<file path="config.mk">
export PLATFORM = sky130hd
export DESIGN_NAME = data_path_flat
export DESIGN_NICKNAME = d
export VERILOG_FILES = /design/src/rtl/data_path_if.sv /design/src/rtl/data_path.sv /design/src/flat_wrapper.sv
export SDC_FILE = /design/constraint.sdc
export NUM_CORES = 2
export LEC_CHECK = 0
export BUFFER_PORTS_ARGS = -buffer_cell sky130_fd_sc_hd__buf_2
export CORE_MARGIN = 10
export CORE_UTILIZATION = 35
export CTS_BUF_LIST = sky130_fd_sc_hd__clkbuf_4
export CTS_CLUSTER_SIZE = 10
export DETAILED_ROUTE_END_ITERATION = 16
export PLACE_DENSITY = 0.56
export SYNTH_ARGS = -nofsm -noshare
export SYNTH_HDL_FRONTEND = slang
export SYNTH_SLANG_ARGS = --single-unit
export TNS_END_PERCENT = 1
</file>
<file path="constraint.sdc">
create_clock -name clock -period 6 [get_ports clock]
set_input_delay 0.3 -clock clock [delete_from_list [all_inputs] [get_ports clock]]
set_output_delay 0.3 -clock clock [all_outputs]
set_load 0.005 [all_outputs]
</file>
<file path="src/rtl/data_path_if.sv">
// Control, memory-data and observation signals of the single-bus datapath.
// The controller side drives load/drive strobes; the datapath returns bus and register views.
interface data_path_if;
   logic [31:0] Mdatain;
   logic        PCin, IRin, MARin, MDRin, Yin, Zlowin, Zhighin, Rin;
   logic        PCout, MDRout, Zlowout, Zhighout, Rout, BAout, Csignout;
   logic        Gra, Grb, Grc;
   logic        ADD, IncPC, Read, MD_read;
   logic [31:0] bus_out, mar_out, ir_out, pc_out;

   modport master (
      output Mdatain, PCin, IRin, MARin, MDRin, Yin, Zlowin, Zhighin, Rin,
      output PCout, MDRout, Zlowout, Zhighout, Rout, BAout, Csignout,
      output Gra, Grb, Grc, ADD, IncPC, Read, MD_read,
      input  bus_out, mar_out, ir_out, pc_out
   );

   modport slave (
      input  Mdatain, PCin, IRin, MARin, MDRin, Yin, Zlowin, Zhighin, Rin,
      input  PCout, MDRout, Zlowout, Zhighout, Rout, BAout, Csignout,
      input  Gra, Grb, Grc, ADD, IncPC, Read, MD_read,
      output bus_out, mar_out, ir_out, pc_out
   );
endinterface

</file>
<file path="src/rtl/data_path.sv">
// Single-bus CPU datapath: register file, PC/IR/MAR/MDR/Y/Z and a small ALU on one shared bus.
// Bus is combinational; every register load lands one clock after its enable. No backpressure.
module data_path (
   input  logic     clock,
   input  logic     clear,
   data_path_if.slave bus_if
);
   logic [31:0] r_q [16];
   logic [31:0] r_d [16];
   logic [31:0] pc_q, pc_d, ir_q, ir_d, mar_q, mar_d, mdr_q, mdr_d, y_q, y_d;
   logic [63:0] z_q, z_d;

   logic [3:0]  ra, rb, rc, reg_idx;
   logic [31:0] sel_reg, c_sext, bus;
   logic [32:0] sum;
   logic [63:0] alu_res;

   always_comb begin
      ra      = ir_q[26:23];
      rb      = ir_q[22:19];
      rc      = ir_q[18:15];
      reg_idx = 4'd0;
      if (bus_if.Gra)      reg_idx = ra;
      else if (bus_if.Grb) reg_idx = rb;
      else if (bus_if.Grc) reg_idx = rc;
      sel_reg = r_q[reg_idx];
      c_sext  = {{13{ir_q[18]}}, ir_q[18:0]};

      // Rout exposes R0 as stored; BAout treats R0 as a zero base.
      bus = 32'h0;
      if (bus_if.PCout)         bus = pc_q;
      else if (bus_if.MDRout)   bus = mdr_q;
      else if (bus_if.Zlowout)  bus = z_q[31:0];
      else if (bus_if.Zhighout) bus = z_q[63:32];
      else if (bus_if.Rout)     bus = sel_reg;
      else if (bus_if.BAout)    bus = (reg_idx == 4'd0) ? 32'h0 : sel_reg;
      else if (bus_if.Csignout) bus = c_sext;

      sum     = {1'b0, y_q} + {1'b0, bus};
      alu_res = 64'h0;
      if (bus_if.IncPC)    alu_res = {32'h0, bus + 32'd1};
      else if (bus_if.ADD) alu_res = {31'h0, sum};
   end

   always_comb begin
      r_d   = r_q;
      pc_d  = pc_q;
      ir_d  = ir_q;
      mar_d = mar_q;
      mdr_d = mdr_q;
      y_d   = y_q;
      z_d   = z_q;
      if (bus_if.Rin && (bus_if.Gra || bus_if.Grb || bus_if.Grc)) r_d[reg_idx] = bus;
      if (bus_if.PCin)  pc_d  = bus;
      if (bus_if.IRin)  ir_d  = bus;
      if (bus_if.MARin) mar_d = bus;
      if (bus_if.Yin)   y_d   = bus;
      if (bus_if.MDRin) mdr_d = (bus_if.Read || bus_if.MD_read) ? bus_if.Mdatain : bus;
      if (bus_if.Zlowin)  z_d[31:0]  = alu_res[31:0];
      if (bus_if.Zhighin) z_d[63:32] = alu_res[63:32];
   end

   always_ff @(posedge clock) begin
      if (!clear) begin
         r_q   <= '{default: 32'h0};
         pc_q  <= 32'h0;
         ir_q  <= 32'h0;
         mar_q <= 32'h0;
         mdr_q <= 32'h0;
         y_q   <= 32'h0;
         z_q   <= 64'h0;
      end else begin
         r_q   <= r_d;
         pc_q  <= pc_d;
         ir_q  <= ir_d;
         mar_q <= mar_d;
         mdr_q <= mdr_d;
         y_q   <= y_d;
         z_q   <= z_d;
      end
   end

   assign bus_if.bus_out = bus;
   assign bus_if.mar_out = mar_q;
   assign bus_if.ir_out  = ir_q;
   assign bus_if.pc_out  = pc_q;
endmodule

</file>
<file path="src/flat_wrapper.sv">
// flat-port wrapper written by rule: the top's interface ports become plain ports
module data_path_flat 
  (clock, clear, bus_if_Mdatain, bus_if_PCin, bus_if_IRin, bus_if_MARin, bus_if_MDRin, bus_if_Yin, bus_if_Zlowin, bus_if_Zhighin, bus_if_Rin, bus_if_PCout, bus_if_MDRout, bus_if_Zlowout, bus_if_Zhighout, bus_if_Rout, bus_if_BAout, bus_if_Csignout, bus_if_Gra, bus_if_Grb, bus_if_Grc, bus_if_ADD, bus_if_IncPC, bus_if_Read, bus_if_MD_read, bus_if_bus_out, bus_if_mar_out, bus_if_ir_out, bus_if_pc_out);
  data_path_if bus_if_i ();
  input  logic clock;
  input  logic clear;
  input wire logic [$bits(bus_if_i.Mdatain)-1:0] bus_if_Mdatain;
  input wire logic [$bits(bus_if_i.PCin)-1:0] bus_if_PCin;
  input wire logic [$bits(bus_if_i.IRin)-1:0] bus_if_IRin;
  input wire logic [$bits(bus_if_i.MARin)-1:0] bus_if_MARin;
  input wire logic [$bits(bus_if_i.MDRin)-1:0] bus_if_MDRin;
  input wire logic [$bits(bus_if_i.Yin)-1:0] bus_if_Yin;
  input wire logic [$bits(bus_if_i.Zlowin)-1:0] bus_if_Zlowin;
  input wire logic [$bits(bus_if_i.Zhighin)-1:0] bus_if_Zhighin;
  input wire logic [$bits(bus_if_i.Rin)-1:0] bus_if_Rin;
  input wire logic [$bits(bus_if_i.PCout)-1:0] bus_if_PCout;
  input wire logic [$bits(bus_if_i.MDRout)-1:0] bus_if_MDRout;
  input wire logic [$bits(bus_if_i.Zlowout)-1:0] bus_if_Zlowout;
  input wire logic [$bits(bus_if_i.Zhighout)-1:0] bus_if_Zhighout;
  input wire logic [$bits(bus_if_i.Rout)-1:0] bus_if_Rout;
  input wire logic [$bits(bus_if_i.BAout)-1:0] bus_if_BAout;
  input wire logic [$bits(bus_if_i.Csignout)-1:0] bus_if_Csignout;
  input wire logic [$bits(bus_if_i.Gra)-1:0] bus_if_Gra;
  input wire logic [$bits(bus_if_i.Grb)-1:0] bus_if_Grb;
  input wire logic [$bits(bus_if_i.Grc)-1:0] bus_if_Grc;
  input wire logic [$bits(bus_if_i.ADD)-1:0] bus_if_ADD;
  input wire logic [$bits(bus_if_i.IncPC)-1:0] bus_if_IncPC;
  input wire logic [$bits(bus_if_i.Read)-1:0] bus_if_Read;
  input wire logic [$bits(bus_if_i.MD_read)-1:0] bus_if_MD_read;
  output wire logic [$bits(bus_if_i.bus_out)-1:0] bus_if_bus_out;
  output wire logic [$bits(bus_if_i.mar_out)-1:0] bus_if_mar_out;
  output wire logic [$bits(bus_if_i.ir_out)-1:0] bus_if_ir_out;
  output wire logic [$bits(bus_if_i.pc_out)-1:0] bus_if_pc_out;
  assign bus_if_i.Mdatain = bus_if_Mdatain;
  assign bus_if_i.PCin = bus_if_PCin;
  assign bus_if_i.IRin = bus_if_IRin;
  assign bus_if_i.MARin = bus_if_MARin;
  assign bus_if_i.MDRin = bus_if_MDRin;
  assign bus_if_i.Yin = bus_if_Yin;
  assign bus_if_i.Zlowin = bus_if_Zlowin;
  assign bus_if_i.Zhighin = bus_if_Zhighin;
  assign bus_if_i.Rin = bus_if_Rin;
  assign bus_if_i.PCout = bus_if_PCout;
  assign bus_if_i.MDRout = bus_if_MDRout;
  assign bus_if_i.Zlowout = bus_if_Zlowout;
  assign bus_if_i.Zhighout = bus_if_Zhighout;
  assign bus_if_i.Rout = bus_if_Rout;
  assign bus_if_i.BAout = bus_if_BAout;
  assign bus_if_i.Csignout = bus_if_Csignout;
  assign bus_if_i.Gra = bus_if_Gra;
  assign bus_if_i.Grb = bus_if_Grb;
  assign bus_if_i.Grc = bus_if_Grc;
  assign bus_if_i.ADD = bus_if_ADD;
  assign bus_if_i.IncPC = bus_if_IncPC;
  assign bus_if_i.Read = bus_if_Read;
  assign bus_if_i.MD_read = bus_if_MD_read;
  assign bus_if_bus_out = bus_if_i.bus_out;
  assign bus_if_mar_out = bus_if_i.mar_out;
  assign bus_if_ir_out = bus_if_i.ir_out;
  assign bus_if_pc_out = bus_if_i.pc_out;
  data_path u_core (.clock(clock), .clear(clear), .bus_if(bus_if_i));
endmodule
</file>
# == After elaboration in Yosys (flattened, before gate mapping) ==
# Cells that the tools add are included.
# word_totals
reg_bits,736
elab_cells,54
# classes
n_bitwise,1
reduce_logical,6
muxes,20
order_cmp,2
add_sub_neg,2
# op_table
cell,count
512-bit bitwise mux,1
32-bit two-way mux,12
32-bit binary-select mux with 4-bit select,1
32-bit demux with 4-bit select,1
64-bit two-way mux,1
32-bit by 32-bit adder with 33-bit output,1
33-bit two-way mux,1
32-bit by 1-bit adder with 32-bit output (second input constant),1
4-bit two-way mux,3
5-bit greater-or-equal comparator (second input constant),1
5-bit by 1-bit less-than comparator with 1-bit output (second input constant),1
4-bit inverter with 5-bit output,1
4-bit zero test,1
1-bit logical OR,3
1-bit logical AND,2

# == Depth between registers and ports, before layout ==
# depth
depth_word,17
mapped_depth,28

# == Worst setup path after synthesis ==
# No wires, ideal clock.
# synth_path
path_kind,input -> register
startpoint,input port bus_if_Grb
endpoint,register u_core.z_q[30]
required_ns,5.881
path_stages,27
t_arrival_ns,5.296
slack_ns,0.586
cell_sequence,buf_4 a21o_4 o21a_4 buf_6 buf_6 buf_6 a22o_1 o22ai_1 o2111ai_1 and2_1 clkbuf_1 clkbuf_1 inv_1 ha_1 inv_1 fa_1 nor2b_1 o21ai_0 a21o_1 a31oi_1 a31oi_1 o31ai_1 a211oi_1 o41ai_1 xnor2_1 o21ai_0 o221a_1
# synth_between
elab_chain_cells,16
# synth_rtl
item,line,text
"start, declared",flat_wrapper.sv:24,input wire logic [$bits(bus_if_i.Grb)-1:0] bus_if_Grb;
4-bit two-way mux (*),data_path.sv:24,else if (bus_if.Grb) reg_idx = rb;
4-bit two-way mux (*),data_path.sv:23,if (bus_if.Gra) reg_idx = ra;
4-bit inverter with 5-bit output (implied by the code),data_path.sv:26,sel_reg = r_q[reg_idx];
32-bit binary-select mux with 4-bit select,data_path.sv:26,
32-bit two-way mux (implied by the code) (2 in series),data_path.sv:26,
32-bit two-way mux (2 in series),data_path.sv:36,else if (bus_if.BAout) bus = (reg_idx == 4'd0) ? 32'h0 : sel_reg;
32-bit two-way mux (*),data_path.sv:35,else if (bus_if.Rout) bus = sel_reg;
32-bit two-way mux (*),data_path.sv:34,else if (bus_if.Zhighout) bus = z_q[63:32];
32-bit two-way mux (*),data_path.sv:33,else if (bus_if.Zlowout) bus = z_q[31:0];
32-bit two-way mux (*),data_path.sv:32,else if (bus_if.MDRout) bus = mdr_q;
32-bit two-way mux (*),data_path.sv:31,if (bus_if.PCout) bus = pc_q;
via bus_if_bus_out[0],flat_wrapper.sv:30,output wire logic [$bits(bus_if_i.bus_out)-1:0] bus_if_bus_out;
32-bit by 32-bit adder with 33-bit output,data_path.sv:39,"sum = {1'b0, y_q} + {1'b0, bus};"
33-bit two-way mux,data_path.sv:42,"else if (bus_if.ADD) alu_res = {31'h0, sum};"
64-bit two-way mux (*),data_path.sv:41,"if (bus_if.IncPC) alu_res = {32'h0, bus + 32'd1};"
"end signal, assigned",data_path.sv:79,z_q <= z_d;
"end, declared",data_path.sv:11,"logic [63:0] z_q, z_d;"
# The timed path passes the listed nets; every way through them passes the cells marked *. The select of a mux whose other input is x is not followed.
# A chain may end at the register's enable or synchronous reset.

# == Worst setup path after layout ==
# layout_path
startpoint,register u_core.ir_q[25] (netlist: u_core.bus_if.ir_out[25])
endpoint,register u_core.z_q[25]
# layout_between
elab_chain_cells,15
# layout_rtl
item,line,text
"start, declared",data_path.sv:10,"logic [31:0] pc_q, pc_d, ir_q, ir_d, mar_q, mar_d, mdr_q, mdr_d, y_q, y_d;"
"start signal, assigned",data_path.sv:75,ir_q <= ir_d;
4-bit two-way mux (*),data_path.sv:23,
4-bit inverter with 5-bit output (implied by the code),data_path.sv:26,
32-bit binary-select mux with 4-bit select,data_path.sv:26,
32-bit two-way mux (implied by the code) (2 in series),data_path.sv:26,
32-bit two-way mux (2 in series),data_path.sv:36,
32-bit two-way mux (*),data_path.sv:35,
32-bit two-way mux (*),data_path.sv:34,
32-bit two-way mux (*),data_path.sv:33,
32-bit two-way mux (*),data_path.sv:32,
32-bit two-way mux (*),data_path.sv:31,
32-bit by 32-bit adder with 33-bit output,data_path.sv:39,
33-bit two-way mux,data_path.sv:42,
64-bit two-way mux (*),data_path.sv:41,
# Mark *: on every way between the ends. The rest lies on a longest branch, timed or not. The select of a mux whose other input is x is not followed.

==> metrics.txt <==
outcome=completed; Worst Hold Slack=roughly 0.11 ns; Hold Path Class=input pin to flop; Tmin final=a little under 6 ns; first-pass GRT wire length=193000 µm; clock sink count=between 700 and 800; Tot Pwr=about 11 mW; Cell Count, Final, Fillers Out=between 5k and 6k; Residual DRC=0; WP data arrival=6.90 ns; area grow syn2layout=16.2%; vias in the first global route=29.3k; fin nets=4339; number of routed nets with antenna violations=0; DRT Wirelength=130000 µm; pre-CTS setup slack=0.0626 ns; leading area contributor after synthesis=dfxtp_1; Worst-Skew Late Latency=roughly 1.1 ns; Worst Clk Skew=0.0759 ns; met3 track demand over resource=under 10%; commonest non-fill, non-tap cells in the layout=705 x dfxtp_1, 675 x nor2_1, 512 x nand2_1; VDD IR max=around 190 µV; Hold Fails Final Rpt=0; synthesized area per cell=around 8 µm²; htree depth=4; Row Count=between 100 and 150; I/O Pins=around 180; CTS tree=built; placed cell count=5216; worst-case clock buffer depth=3; Post-synth EDFFs=0; GP Congestion=0.952; Critical Path Source=u_core.bus_if.ir_out[25]; Max Cap Viol=0; die width=between 300 and 400 µm; cell leakage power=around 14 nW; GR Util All Layers=a little under a quarter; unrepaired setup endpoints after global routing=true; Netlist cell types=90; PortBufs=approximately 180; Worst-path clk slew=approximately 0.08 ns; Starting DRT DRC Count=3092; number of antenna violations at the first check in global routing=3; Die Ht=approximately 330 µm; WL/cell=23.0 µm; Pwr Density=287 nW/µm²; worst setup margin=between 0.1 and 0.15 ns; syn_nets=between 4k and 5k; Post-synth ARST share=0%; total global routing overflow=0; global route hottest layer=met2; Final Max Tran Viols=0; Via-to-Cell Ratio=around 5.6; post-synthesis register bit count=around 710; Slew headroom=around an eighth; clk root buf=clkbuf_4; met2 usage=between 30% and 40%; mapped cell area=~33000 µm²; Final Core Density=41.1%; FMAX=between 0.15 and 0.2 GHz; vias post-DR=31.4k; period utilization=a little over nine tenths; die area=between 100000 and 150000 µm²; worst reg2reg path startpoint=u_core.bus_if.ir_out[25]; Least-Margin Pin Slew=approximately 1.3 ns; most common flop cell mapped by yosys=dfxtp_1; largest net degree at the start of global routing=197; commonest non-fill, non-tap cell in the layout=dfxtp_1; post-DP HPWL=between 80000 and 90000 µm; maximum fanout along the worst path=13; share of cells above drive strength 1=between 15 and 20%; WP data required=approximately 7 ns; DR pass1 iterations=6; CP endpoint kind=flop; CP Launch Type=flop; Ys Warns=0; Core Footprint=approximately 93000 µm²; Mapped Cells=around 4.0k; top post-synthesis cells by area=dfxtp_1 43%, a211oi_1 11%, nor2_1 7.9%; Hold Crit Start=bus_if_MDRin; Crit Path Class=flop to flop; TritonCTS Buffers=183; met1 global-route usage=approximately 32%; top cell type's share of synthesized area=42.7%; Setup-failing EPs final=0; sequential area share after synthesis=42.7%; Starting Density=about 35%
## what timing repair did
item / CTS / global route
setup endpoints to repair: 0 / 4
hold buffers: 83 / 0
hold endpoints to repair: 184 / 0
gates resized for setup: 0 / 9
buffers inserted: 0 / 10
## cell families after synthesis
logic type	synth area share [%]
flops	42.7
xor+xnor	0.954
compound gates	23.1
fa+ha+maj	1.61
buf+inv	6.04
mux	7.63
simple gates	18.0
## cell usage after synthesis, types with 9 or more instances
library cell and count:
a31oi_1 27, a221oi_1 18, ha_1 41, a211oi_1 468, clkbuf_1 305, inv_1 45, nor3_1 29, buf_4 11
xnor2_1 25, nand4_1 16, a22o_1 11, o21ai_0 99, o211a_1 14, o22ai_1 18, mux2_2 9, dfxtp_1 705
or4_1 9, buf_6 28, a21o_1 19, nor4_1 12, nand3_1 83, a21oi_1 272, xor2_1 11, mux2i_1 242
and3_1 14, buf_1 19, a32oi_1 10, nand2b_1 14, nor2_1 693, and2_1 10, o31a_1 10, nand2_1 513
or3_1 17, o211ai_1 20, buf_2 29, a22oi_1 32
## worst paths after layout
check,slack [ns],to,cells after the start
setup / recovery,0.12,u_core.z_q[25],20
hold / removal,0.11,u_core.mdr_q[23],3
setup reg to reg,0.12,u_core.z_q[25],20
hold reg to reg,0.45,u_core.r_q[145],2
## metal layers
| metal | wire length [µm] | up-vias |
|---|---|---|
| met5 | 0 | - |
| met4 | 3800 | 0 |
| met3 | 10400 | 206 |
| met2 | 57400 | 1273 |
| met1 | 58100 | 15100 |
| li1 | - | 14800 |
## sequential cells by signal, summed over array words and instances, names as in the netlist
signal and cells:
u_core.bus_if.ir_out 32, u_core.bus_if.mar_out 32, u_core.bus_if.pc_out 32, u_core.mdr_q 32, u_core.r_q 512, u_core.y_q 32, u_core.z_q 33
## power breakdown
part	switching [mW]	leakage (nW)	internal, mW
sequential	0.107	5.73	4.84
combinational	1.25	7.17	0.603
clock	2.12	1.36	2.10
total	3.48	14.3	7.55
## worst max-delay path, stage by stage (launching register included)
cell,delay [ns]
dfxtp_1,0.66
nor2b_1,0.17
a21o_2,0.36
nand2_1,0.47
o22ai_2,0.21
o31a_1,0.44
nor2_2,0.16
buf_4,0.21
ha_1,0.28
a21oi_1,0.21
a21oi_1,0.12
o21ai_0,0.30
a21oi_1,0.22
a2111oi_1,0.49
nor3_1,0.13
buf_4,0.18
a31oi_1,0.22
xnor2_1,0.15
nand2_1,0.08
a41oi_1,0.18
dlygate4sd3_1,0.57
## layout make-up
class	count	area [µm²]
multi-input cells	2884	17200
fillers	9588	55000
flip-flops and latches	705	14100
clock inverters	52	283
well taps	1254	1570
clock buffers	268	2010
diodes	8	20.0
inverters	45	176
repair buffers	422	3040
## metrics by stage
step	area, µm²	setup TNS, ns
floorplan	33100	0
global placement	35100	0
detailed placement	35100	0
CTS	38300	0
global route	38400	-0.0277
finish	38400	0
Power figures use the tool's default switching activity.
